**config.mk**
```make
export PLATFORM = sky130hd
export DESIGN_NAME = mux_alusrc_block
export DESIGN_NICKNAME = d
export VERILOG_FILES = /design/src/rtl/mux_alusrc_pkg.sv /design/src/rtl/mux_alusrc_block_sat_counter.sv /design/src/rtl/mux_alusrc_block.sv
export SDC_FILE = /design/constraint.sdc
export NUM_CORES = 1
export LEC_CHECK = 0
export BUFFER_PORTS_ARGS = -buffer_cell sky130_fd_sc_hd__buf_4
export CAP_MARGIN = 30
export CORE_MARGIN = 2
export CORE_UTILIZATION = 36
export CTS_CLUSTER_DIAMETER = 30
export CTS_CLUSTER_SIZE = 14
export DETAILED_ROUTE_END_ITERATION = 7
export PLACE_DENSITY = 0.79
export SETUP_SLACK_MARGIN = 0.15
export SLEW_MARGIN = 20
export SYNTH_ARGS = -nofsm -noshare
export SYNTH_HDL_FRONTEND = slang
export SYNTH_SLANG_ARGS = --single-unit
export TNS_END_PERCENT = 50
```
**constraint.sdc**
```tcl
create_clock -name clk -period 1.63 [get_ports clk]
set_clock_uncertainty 0.1 [all_clocks]
set_input_delay 0.163 -clock clk [delete_from_list [all_inputs] [get_ports clk]]
set_output_delay 0.163 -clock clk [all_outputs]
set_load 0.01 [all_outputs]
```
**src/rtl/mux_alusrc_pkg.sv**
```systemverilog
// Shared defaults and select encodings for the ALU B-operand source mux.
// The MUX_ALUSRC_STATS_EN macro, when defined, adds per-source selection counters to mux_alusrc_block.
package mux_alusrc_pkg;

    localparam int DATA_W_DEF = 32;
    localparam int CNT_W_DEF  = 16;

    typedef enum logic {
        SEL_REG = 1'b0,
        SEL_IMM = 1'b1
    } alusrc_sel_e;

endpackage

```
**src/rtl/mux_alusrc_block_sat_counter.sv**
```systemverilog
// Saturating up-counter with synchronous active-high reset and count enable.
// Latency: count updates on the edge after en; holds at all-ones instead of wrapping.
module sat_counter
    import mux_alusrc_pkg::*;
#(
    parameter int CNT_W = CNT_W_DEF
) (
    input  logic             clk,
    input  logic             reset,
    input  logic             en,
    output logic [CNT_W-1:0] count
);

    logic [CNT_W-1:0] count_q;
    logic [CNT_W-1:0] count_d;

    always_comb begin
        count_d = count_q;
        if (en && (count_q != {CNT_W{1'b1}})) begin
            count_d = count_q + {{(CNT_W-1){1'b0}}, 1'b1};
        end
    end

    always_ff @(posedge clk) begin
        if (reset) begin
            count_q <= '0;
        end else begin
            count_q <= count_d;
        end
    end

    assign count = count_q;

endmodule

```
**src/rtl/mux_alusrc_block.sv**
```systemverilog
// ALU B-operand select (register operand or immediate) with a one-cycle registered copy.
// MUX_ALUSRC_STATS_EN adds saturating per-source selection counters; no backpressure.
module mux_alusrc_block
    import mux_alusrc_pkg::*;
#(
    parameter int DATA_W = DATA_W_DEF,
    parameter int CNT_W  = CNT_W_DEF
) (
    input  logic              clk,
    input  logic              reset,
    input  logic [DATA_W-1:0] read_data2,
    input  logic [DATA_W-1:0] sign_extended,
    input  logic              alusrc,
`ifdef MUX_ALUSRC_STATS_EN
    output logic [CNT_W-1:0]  reg_sel_count,
    output logic [CNT_W-1:0]  imm_sel_count,
`endif
    output logic [DATA_W-1:0] alusrc_result,
    output logic [DATA_W-1:0] alusrc_result_q
);

    logic [DATA_W-1:0] result_q;
    logic [DATA_W-1:0] result_d;
    logic              sel_imm;

    assign sel_imm = (alusrc == SEL_IMM);

    // Purely combinational; reset must not disturb the operand path.
    always_comb begin
        result_d = read_data2;
        if (sel_imm) begin
            result_d = sign_extended;
        end
    end

    always_ff @(posedge clk) begin
        if (reset) begin
            result_q <= '0;
        end else begin
            result_q <= result_d;
        end
    end

    assign alusrc_result   = result_d;
    assign alusrc_result_q = result_q;

`ifdef MUX_ALUSRC_STATS_EN
    sat_counter #(
        .CNT_W (CNT_W)
    ) u_reg_cnt (
        .clk   (clk),
        .reset (reset),
        .en    (!sel_imm),
        .count (reg_sel_count)
    );

    sat_counter #(
        .CNT_W (CNT_W)
    ) u_imm_cnt (
        .clk   (clk),
        .reset (reset),
        .en    (sel_imm),
        .count (imm_sel_count)
    );
`endif

endmodule

```
; Word-level counts from Yosys, hierarchy flattened
; Cells that the tools add are included.
[totals]
elab_cells = 2
reg_bits = 32
out_inout_bits = 64
inputBits = 67
[classes]
muxes = 1
[ops]
columns = op, count
row1 = 32-bit two-way mux, 1

; Logic depth before layout (Yosys ltp)
[depth]
word_depth = 1
ltp_mapped = 4
depth_no_buf = 2

; Worst setup path before layout
; No wires, ideal clock.
[synth_timing]
kind = input to register
from = input alusrc
to = register result_q[0], in the netlist alusrc_result_q[0]
path_slack_ns = 0.536
t_arrival_ns = 0.866
n_path_buf = 2
stages = 4
cell_sequence = buf_6 > buf_6 > mux2_4 > nor2b_1
[synth_via]
elab_chain_cells = 1
[synth_rtl]
columns = element, line
row1 = "start, declared", mux_alusrc_block.sv:13  ; input logic alusrc,
row2 = 32-bit two-way mux, mux_alusrc_block.sv:31  ; if (sel_imm) begin
row3 = named net alusrc_result[0], mux_alusrc_block.sv:18  ; output logic [DATA_W-1:0] alusrc_result,
row4 = "end signal, assigned", mux_alusrc_block.sv:40  ; result_q <= result_d;
row5 = "end, declared", mux_alusrc_block.sv:22  ; logic [DATA_W-1:0] result_q;
; The timed path passes the listed nets, and every way through them passes these cells.
; A chain may end at the register's enable or synchronous reset.

; Final worst setup path
[layout_timing]
from = input alusrc
to = output alusrc_result[31]
[layout_via]
elab_chain_cells = 1
[layout_rtl]
columns = element, line
row1 = 32-bit two-way mux, mux_alusrc_block.sv:31
row2 = "end, declared", mux_alusrc_block.sv:18
; No other way between the ends.

==> run metrics <==
initial antenna violation count=0; final-layout fill cell count=between 300 and 400; Tightest Pin Transition=0.3142 ns; pre-CTS WS=0.3266 ns; Syn Std Cell Area=between 1000 and 1500 um^2; placed cells=275; clock tree buffer depth=2; number of global-route vias before repair=1242; fin cells=282; register area=640.6 um^2; DRC=0; synth warn=0; Most Crowded Layer GR=met2; Synth area leader=dfxtp_1; relative slew slack=79.05%; period utilization=between 70% and 80%; HP Class=in2reg; max cap viols=0; VDD IR max=0.4231 mV; #FFs+latches synth=32; first-pass GRT wire length=approximately 5.5 mm; # rows=22; I/O Pins=131; Synth-to-Final Area Change=78.63%; DRT Wirelength=around 3.8 mm; Core ar.=3661 um^2; Final Max Slew Viols=0; Syn Area/Cell=13.30 um^2; PwrDens=791.8 nW/um^2; syn_nets=170; final worst slack=0.3331 ns; Post-CTS Resized=0; GRT met1 Usage=15.66%; Synth cell types=6; Post-DRT Antenna Nets=0; gr usage total=17.00%; largest net degree at the start of global routing=33; cells after synthesis=103; Clock Sink Count=32; Inserted Clock Buffers=5; share of layout cells above drive strength 1=between 70% and 80%; setup TNS=0 ns; WP data required=1.37 ns; Tmin final=1.297 ns; Hold Fails Final Rpt=0; part of the Yosys area used for sequential elements=between 40% and 50%; top cell type's share of synthesized area=between 40% and 50%; crit path launch type=input pin; # hold bufs at CTS=0; Fmax=771.1 MHz; Clock Tree Root=clkbuf_8; Die Y=65.69 um; post-DR wirelength/cell=13.53 um; die span in x=65.69 um; DP HPWL=just over 3 mm; Worst-path clk slew=0.06 ns; Global Route met2 Usage=roughly 33%; Iter 0 DRT Violations=43; postcts setup bufs=0; Worst Setup Path Type=in2out; drt via density=4.426; die area=4315 um^2; Multi-input gate area=673.1 um^2; H-tree depth=2; crit path max fanout=32; P_leak=around 1.3 nW; via count=1248; met3 GRT Util=6.164%; CTS tree=done; crit path DAT=around 1 ns; unrepaired setup endpoints after global routing=false; Layout Nets=301; # setup viols final=0; initial core utilization=37.42%; Final Wtd Congestion=0.6444; antenna cells=0; status=finished clean; Worst setup EP type=output port; max reg flops=32; drt first pass iters=4; input/output buffers=130; top area cells in the synthesized netlist=dfxtp_1 (47%), mux2_4 (33%), nor2b_1 (15%), buf_6 (3.3%), mux2_2 (1.6%); global route overflow=0
-- per-stage QoR --
stage	power [mW]	area, um^2	hold slack (ns)	utilization (%)
4_1_cts	1.977	2447	0.1318	66.85
3_3_place_gp	1.413	2370	0.4070	64.73
5_1_grt	2.047	2447	0.1325	66.85
6_report	1.938	2447	0.1390	66.85
3_5_place_dp	1.424	2370	0.4200	64.73
2_1_floorplan	1.112	1370	0.1346	-
-- synth_stat cells --
| library cell | n |
|---|---|
| clkbuf_1 | 3 |
| mux2_4 | 30 |
| nor2b_1 | 32 |
| buf_6 | 4 |
| dfxtp_1 | 32 |
| mux2_2 | 2 |
-- worst max-delay path, cell delays in order --
cell and delay [ns]:
buf_4 0.09, buf_12 0.24, mux2_2 0.38, buf_4 0.15
-- cells in the final DEF, fill, tap and decap left out, drive strengths merged --
master    n
clkinv    1
mux2     32
clkbuf    6
buf     131
nor2b    32
dfxtp    32
-- cell type report --
class,instances,area share [%]
clock buffers,6,2.965
flip-flops and latches,32,26.18
repair buffers,131,40.70
well taps,48,2.454
multi-input cells,64,27.51
clock inverters,1,0.2045
-- cell families (layout without fill, tap and decap cells) --
group / count (synthesis) / count (layout) / share of synthesized area, %
buffers and inverters: 7 / 138 / 4.109
multiplexers: 32 / 32 / 34.52
AND/OR/NAND/NOR: 32 / 32 / 14.61
flip-flops: 32 / 32 / 46.76
-- final timing paths --
check | start | to | slack (ns) | depth (start not counted)
setup / recovery | alusrc | alusrc_result[31] | 0.33 | 4
hold / removal | sign_extended[7] | alusrc_result_q[7]$_SDFF_PP0_ | 0.14 | 3
-- layer usage --
| layer | vias to the layer above | share of wire [%] |
|---|---|---|
| li1 | 596 | - |
| met1 | 569 | 32 |
| met2 | 78 | 55 |
| met3 | 5 | 12 |
| met4 | 0 | 1.4 |
| met5 | - | 0 |
-- power by group --
part	internal [mW]	leakage (nW)	switching [mW]	total, mW
Sequential	0.835	0.267	0.0140	0.849
Combinational	0.354	0.968	0.196	0.550
Clock	0.289	0.0410	0.250	0.539
Total	1.48	1.28	0.459	1.94
Note: power is estimated with default switching activity, not from simulation.
